===== src/rtl/fifo_read_arbiter.sv =====
// fifo_read_arbiter: round-robin N-to-1 arbiter for 32-bit FWFT source FIFOs.
// Presents a single FWFT interface (FIFO_EMPTY/FIFO_DATA/FIFO_READ) through a
// one-entry registered output stage. Each source may supply at most MAX_BURST
// consecutive words while another source has data waiting.
// Optional per-source word counters are enabled by the macro
// FIFO_READ_ARBITER_WORD_CNT_EN (adds WORD_CNT_CLR input and WORD_CNT output).
module fifo_read_arbiter #(
  parameter int N_SRC     = 2,
  parameter int MAX_BURST = 16,
  parameter int CNT_W     = 16
) (
  input  logic                   BUS_CLK,
  input  logic                   BUS_RST,
  input  logic [N_SRC-1:0]       SRC_EMPTY,
  input  logic [32*N_SRC-1:0]    SRC_DATA,
  output logic [N_SRC-1:0]       SRC_READ,
  input  logic                   FIFO_READ,
  output logic                   FIFO_EMPTY,
  output logic [31:0]            FIFO_DATA,
  output logic [2:0]             GRANT
`ifdef FIFO_READ_ARBITER_WORD_CNT_EN
  ,
  input  logic                   WORD_CNT_CLR,
  output logic [CNT_W*N_SRC-1:0] WORD_CNT
`endif
);

  // Burst counter is wide enough for MAX_BURST up to 256.
  localparam logic [8:0] BURST_LAST = 9'(MAX_BURST - 1);

  logic [2:0]  grant_q, grant_d;
  logic [8:0]  burst_q, burst_d;
  logic        out_valid_q, out_valid_d;
  logic [31:0] data_q, data_d;

  logic        load;
  logic        rotate;
  logic        scan_found;
  logic [2:0]  scan_idx;

  // Sources padded to 8 slots so a 3-bit grant can index them directly;
  // unused slots look permanently empty.
  logic [7:0]  empty_pad;
  logic [31:0] data_arr [8];

  genvar gi;
  generate
    for (gi = 0; gi < 8; gi++) begin : g_pad
      if (gi < N_SRC) begin : g_real
        assign empty_pad[gi] = SRC_EMPTY[gi];
        assign data_arr[gi]  = SRC_DATA[32*gi +: 32];
      end else begin : g_none
        assign empty_pad[gi] = 1'b1;
        assign data_arr[gi]  = 32'd0;
      end
    end
  endgenerate

  // Output-stage load: granted source has a word and the register is free
  // or being drained this cycle. Held off while reset is asserted.
  always_comb begin
    load = ~BUS_RST & ~empty_pad[grant_q] & (~out_valid_q | FIFO_READ);
  end

  generate
    for (gi = 0; gi < N_SRC; gi++) begin : g_read
      assign SRC_READ[gi] = load & (grant_q == 3'(gi));
    end
  endgenerate

  // Round-robin scan: first non-empty source after the current grant.
  // Iterating from the farthest candidate down lets the nearest one win.
  always_comb begin
    scan_found = 1'b0;
    scan_idx   = grant_q;
    for (int k = N_SRC - 1; k >= 1; k--) begin
      if (!empty_pad[3'((int'(grant_q) + k) % N_SRC)]) begin
        scan_found = 1'b1;
        scan_idx   = 3'((int'(grant_q) + k) % N_SRC);
      end
    end
  end

  // Grant/burst next state: rotate at burst end or when the granted source
  // runs dry; with no other candidate the grant stays and the burst restarts.
  always_comb begin
    rotate  = (load && (burst_q == BURST_LAST)) || empty_pad[grant_q];
    grant_d = grant_q;
    burst_d = burst_q;
    if (rotate) begin
      burst_d = 9'd0;
      if (scan_found) begin
        grant_d = scan_idx;
      end
    end else if (load) begin
      burst_d = burst_q + 9'd1;
    end
  end

  // Output register next state: occupancy and captured data.
  always_comb begin
    out_valid_d = load | (out_valid_q & ~FIFO_READ);
    data_d      = load ? data_arr[grant_q] : data_q;
  end

  // State registers; reset discards any word held in the output stage.
  always_ff @(posedge BUS_CLK or posedge BUS_RST) begin
    if (BUS_RST) begin
      grant_q     <= 3'd0;
      burst_q     <= 9'd0;
      out_valid_q <= 1'b0;
      data_q      <= 32'd0;
    end else begin
      grant_q     <= grant_d;
      burst_q     <= burst_d;
      out_valid_q <= out_valid_d;
      data_q      <= data_d;
    end
  end

  assign FIFO_EMPTY = ~out_valid_q;
  assign FIFO_DATA  = data_q;
  assign GRANT      = grant_q;

`ifdef FIFO_READ_ARBITER_WORD_CNT_EN
  generate
    for (gi = 0; gi < N_SRC; gi++) begin : g_cnt
      logic [CNT_W-1:0] cnt_q, cnt_d;

      // Saturating word count; clear wins over a same-cycle read.
      always_comb begin
        cnt_d = cnt_q;
        if (WORD_CNT_CLR) begin
          cnt_d = '0;
        end else if (SRC_READ[gi] && (cnt_q != {CNT_W{1'b1}})) begin
          cnt_d = cnt_q + 1'b1;
        end
      end

      // Counter register.
      always_ff @(posedge BUS_CLK or posedge BUS_RST) begin
        if (BUS_RST) begin
          cnt_q <= '0;
        end else begin
          cnt_q <= cnt_d;
        end
      end

      assign WORD_CNT[CNT_W*gi +: CNT_W] = cnt_q;
    end
  endgenerate
`else
  // CNT_W only sizes the optional counters.
  logic cnt_w_unused;
  assign cnt_w_unused = (CNT_W > 0);
`endif

endmodule


===== config.mk =====
export PLATFORM = sky130hd
export DESIGN_NAME = fifo_read_arbiter
export DESIGN_NICKNAME = d
export VERILOG_FILES = /design/src/rtl/fifo_read_arbiter.sv
export SDC_FILE = /design/constraint.sdc
export NUM_CORES = 1
export LEC_CHECK = 0
export BUFFER_PORTS_ARGS = -buffer_cell sky130_fd_sc_hd__clkbuf_2
export CAP_MARGIN = 20
export CORE_UTILIZATION = 41
export DETAILED_ROUTE_END_ITERATION = 16
export PLACE_DENSITY = 0.76
export SYNTH_ARGS = -nofsm -noshare
export SYNTH_HDL_FRONTEND = slang
export SYNTH_SLANG_ARGS = --single-unit

===== constraint.sdc =====
create_clock -name BUS_CLK -period 2.2 [get_ports BUS_CLK]
set_clock_uncertainty 0.05 [all_clocks]
set_input_delay 0.55 -clock BUS_CLK [delete_from_list [all_inputs] [get_ports BUS_CLK]]
set_output_delay 0.55 -clock BUS_CLK [all_outputs]
set_load 0.02 [all_outputs]

# Yosys cells after proc, flatten, opt, wreduce, memory -nomap -nowiden
# Index checks and enable logic that the tools add are counted.
dict set report classes {
  n_eq_ne 2
  mux 10
  reduce_logical 5
  n_bitwise 14
  n_addsub 2
  order_cmp 3
}
# operator count
set op_table {}
lappend op_table {{binary-select mux 32 bit (select 3 bit)} 1}
lappend op_table {{two-way mux 32 bit} 2}
lappend op_table {{two-way mux 9 bit} 2}
lappend op_table {{adder 9 x 1 -> 9 bit, second input constant} 1}
lappend op_table {{equality test 9 x 4 -> 1 bit, second input constant} 1}
lappend op_table {{AND 1 bit} 5}
lappend op_table {{< comparator 2 x 5 -> 1 bit, second input constant} 1}
lappend op_table {{NOT 1 bit} 5}
lappend op_table {{>= comparator 4 bit, second input constant} 1}
lappend op_table {{< comparator 3 x 4 -> 1 bit, second input constant} 1}
lappend op_table {{NOT 3 -> 4 bit} 1}
lappend op_table {{binary-select mux 1 bit (select 3 bit)} 1}
lappend op_table {{equality test 3 x 1 -> 1 bit, second input constant} 1}
lappend op_table {{zero test 3 bit} 1}
lappend op_table {{two-way mux 1 bit} 3}
lappend op_table {{binary-select mux 1 bit (select 2 bit)} 1}
lappend op_table {{OR 1 bit} 2}
lappend op_table {{AND reduction 2 bit} 1}
lappend op_table {{nonzero test 2 bit} 1}
lappend op_table {{adder 1 bit, second input constant} 1}
lappend op_table {{AND 1 bit, first input constant} 1}
lappend op_table {{logical AND 1 bit} 1}
lappend op_table {{logical OR 1 bit} 1}
dict set report totals {
  elab_cells 40
  out_inout_bits 38
  reg_bits 44
  inputBits 69
}

# Depth between registers and ports, before layout
dict set report logic_depth {
  ltp_word 8
  ltp_mapped 6
  depth_no_buf 5
}

# Least setup slack after synthesis
# Ideal clock, no wire load.
dict set report synth_timing {
  kind {input-to-output}
  startpoint {in SRC_EMPTY[0]}
  endpoint {out SRC_READ[0]}
  setup_slack_ns -0.266
  stages 5
  arrival_ns 1.866
  required_ns 1.600
  path_cell_list {mux2_4 or3_4 buf_6 clkbuf_1 nor2_1}
}
dict set report synth_via {
  elab_chain_len 6
}
# element line
set synth_lines {}
lappend synth_lines {{from (decl)} 14} ;# input logic [N_SRC-1:0] SRC_EMPTY,
lappend synth_lines {{binary-select mux 1 bit (select 3 bit)} 62} ;# load = ~BUS_RST & ~empty_pad[grant_q] & (~out_valid_q | FIFO_READ);
lappend synth_lines {{two-way mux 1 bit (implied by the code)} 62}
lappend synth_lines {{NOT 1 bit} 62}
lappend synth_lines {{AND 1 bit (2 in a row)} 62}
lappend synth_lines {{AND 1 bit} 67} ;# assign SRC_READ[gi] = load & (grant_q == 3'(gi));
lappend synth_lines {{to (decl)} 16} ;# output logic [N_SRC-1:0] SRC_READ,
# Every way passes these cells. The select of a mux whose other input is x is not followed.

# Worst setup path after layout
dict set report layout_timing {
  startpoint {reg grant_q[0] (netlist: GRANT[0])}
  endpoint {out SRC_READ[0]}
}
dict set report layout_via {
  elab_chain_len 6
  elab_cells_between_ends 7
}
# element line
set layout_lines {}
lappend layout_lines {{from (decl)} 31} ;# logic [2:0] grant_q, grant_d;
lappend layout_lines {{from (signal assigned)} 114} ;# grant_q <= grant_d;
lappend layout_lines {{binary-select mux 1 bit (select 3 bit)} 62}
lappend layout_lines {{two-way mux 1 bit (implied by the code)} 62}
lappend layout_lines {{NOT 1 bit} 62}
lappend layout_lines {{AND 1 bit (2 in a row)} 62}
lappend layout_lines {{AND 1 bit *} 67}
# Mark *: on every way between the ends. The rest lies on a longest branch, timed or not. The select of a mux whose other input is x is not followed.

==> impl_metrics.tcl <==
set metrics [dict create \
    wirelength_mm 4.53 \
    synth_warnings 0 \
    cts_root_buffer "clkbuf_8" \
    numCtsBuffers 5 \
    cp-start-kind "flop" \
    placementRows 25 \
    syn_area_um2 2080 \
    vias 1835 \
    diodes 0 \
    critPathMaxFanout 2 \
    core_area_um2 4790 \
    synth.area.mux_share_pct 16.1 \
    final_cell_mix "102 x clkbuf_2, 42 x dfrtp_1, 36 x nand2_1, 33 x o21ai_0, 32 x mux2i_1" \
    power_density_nw_per_um2 767 \
    antenna_found_initial 0 \
    dpl-instance-area_um2 2730 \
    syn_inst 205 \
    min_period_over_period_pct 101 \
    synth_edf_count 0 \
    initial_core_util_pct 43.4 \
    track_usage_pct 17.9 \
    synthXorXnorAreaFrac_pct 1.69 \
    synthSimpleGateAreaFrac_pct 14.1 \
    synth_top_family_by_area "multiplexers" \
    rsz0062_at_grt "true" \
    post-route-cell-area_um2 2850 \
    grt_start_max_net_pins 39 \
    ios 107 \
    combPwrFrac_pct 33.0 \
    cts-htree-levels 2 \
    die_height_um 73.2 \
    status "finished, violations left" \
    clock_sinks 43 \
    dp.final_hpwl_mm 3.47 \
    regToRegSetupSlack_ns 0.08 \
    die_area_um2 5360 \
    final_nets 387 \
    io_buffer_count 104 \
    worst_pin_slew_ns 0.591 \
    sequentialPowerShare_pct 46.7 \
    switching_share_pct 34.4 \
    hold_viol_final 0 \
    fmax_ghz 0.448 \
    whs_ns 0.313 \
    final_antenna_net_count 0 \
    synth_ff_type "dfrtp_1" \
    maxSlewViolCount 0 \
    n_fill_cell 433 \
    viasPerCell 4.79 \
    syn_avg_cell_area_um2 10.1 \
    p_clk_share_pct 20.3 \
    gp_congestion 0.809 \
    arrival_ns 1.63 \
    yosysSeqAreaShare_pct 51.8 \
    cp.required_ns 1.60 \
    setup_viol 2 \
    synth_cell_type_count 32 \
    grt_pass1_vias 1683 \
    cap_violations 0 \
    cts_tree "done" \
    path_class "reg2out" \
    final_common_cell "clkbuf_2" \
    worstSkewPairLatency_ns 0.28 \
    synth_seq_cells 43 \
    r2r_start "burst_q[6]" \
    grt_pass1_wl_mm 7.25 \
    p_leak_nw 1.48 \
    p_int_mw 1.43 \
    relSlewSlack_pct 60.6 \
    wl_per_cell_um 11.8 \
    peakVddDrop_mv 0.320 \
    die_x_um 73.2 \
    drc 0 \
    p_switching_uw 753 \
    setup_ws_ns -0.0309 \
    dr.first_iter.drc_count 78 \
    clk_pin_slew_ns 0.07 \
    regToRegEndpoint "GRANT[0]" \
    total_power_mw 2.19 \
    reg2reg_depth 4 \
    grt-ovfl-total 0 \
    drive_gt1_share_pct 41.5 \
    hp-class "in2async" \
    violations "negative setup slack" \
    dr.pass1.iters 4 \
    synthAdderAreaFrac_pct 0.602 \
    cts_buffer_depth 2 \
    synth_compound_area_share_pct 11.7 \
    areaGrowthSynthToFinish_pct 37.1 \
    ys_async_sr_fraction_pct 100 \
    worstSetupEndpointType "output pin" \
    layout_min_cycle_time_ns 2.23 \
]
-- final cells by class --
class	count	area, um^2	area share, %
clock buffers	6	72.6	2.55
inverters	3	11.3	0.395
multi-input cells	146	947	33.2
flip-flops and latches	43	1080	37.8
well taps	67	83.8	2.94
repair buffers	118	658	23.1
-- worst max-delay path, cell delays in order (launching register included) --
cell	delay, ns
dfrtp_2	0.42
mux2_4	0.31
or3_4	0.40
nor2_4	0.10
buf_8	0.12
-- layer usage --
metal	vias up	GRT usage (%)	wire length [um]
met3	4	3.87	263
met5	-	0	0
met2	65	31.0	2240
met1	825	21.5	1970
li1	941	-	-
met4	0	7.84	55
-- sequential cells by signal (all words and copies together) (netlist names) --
name         cells
out_valid_q      1
FIFO_DATA       32
GRANT            1
burst_q          9
-- synthesized netlist by cell type, types with 2 or more instances --
cell type  instances  area, um^2
a21oi_1            5        25.0
buf_4              2        15.0
clkbuf_1           9        33.8
dfrtp_1           43        1080
inv_1              3        11.3
mux2i_1           32         320
nand2_1           36         135
nand3_1            5        25.0
nor2_1             5        18.8
nor4_1             2        12.5
o21ai_0           33         165
o31ai_1            4        30.0
or4_1              4        30.0
xnor2_1            4        35.0
-- worst max path at each step --
stage / end / cells past startpoint / from
3_5_place_dp: SRC_READ[0] / 5 / SRC_EMPTY[0]
3_3_place_gp: SRC_READ[0] / 5 / SRC_EMPTY[0]
5_1_grt: SRC_READ[0] / 4 / GRANT[0]
6_report: SRC_READ[0] / 4 / GRANT[0]
4_1_cts: SRC_READ[0] / 4 / GRANT[0]
2_1_floorplan: SRC_READ[0] / 5 / SRC_EMPTY[0]
-- repair_timing --
| item | 4_1_cts | 5_1_grt |
|---|---|---|
| pin swaps | 2 | 2 |
| hold endpoints to repair | 0 | 0 |
| gates resized for setup | 5 | 4 |
| setup buffers | 1 | 1 |
| setup endpoints to repair | 2 | 2 |
| hold buffers | 0 | 0 |
-- kinds of logic after synthesis --
family | after synthesis
compound gates | 45
xor+xnor | 4
fa+ha+maj | 1
buf+inv | 17
flops | 43
mux | 33
other cells | 1
simple gates | 61
-- per-stage QoR --
| step | utilization [%] | TNS [ns] | setup WS, ns | instances |
|---|---|---|---|---|
| after floorplan | - | -0.0859 | -0.0859 | 206 |
| after global placement | 57.0 | -0.0646 | -0.0646 | 375 |
| after detailed placement | 57.0 | -0.0677 | -0.0656 | 375 |
| after CTS | 59.2 | -0.117 | -0.0739 | 382 |
| after global routing | 59.6 | -0.138 | -0.0763 | 383 |
| final | 59.6 | -0.0554 | -0.0309 | 383 |
-- power groups by stage --
| stage | sequential (mW) | clock [mW] | combinational [mW] |
|---|---|---|---|
| floorplan | 1.21 | 0 | 0.256 |
| global placement | 1.03 | 0 | 0.703 |
| detailed placement | 1.04 | 0 | 0.720 |
| CTS | 1.02 | 0.467 | 0.727 |
| global route | 1.04 | 0.490 | 0.794 |
| finish | 1.02 | 0.444 | 0.722 |
Note: power is estimated with default switching activity, not from simulation.
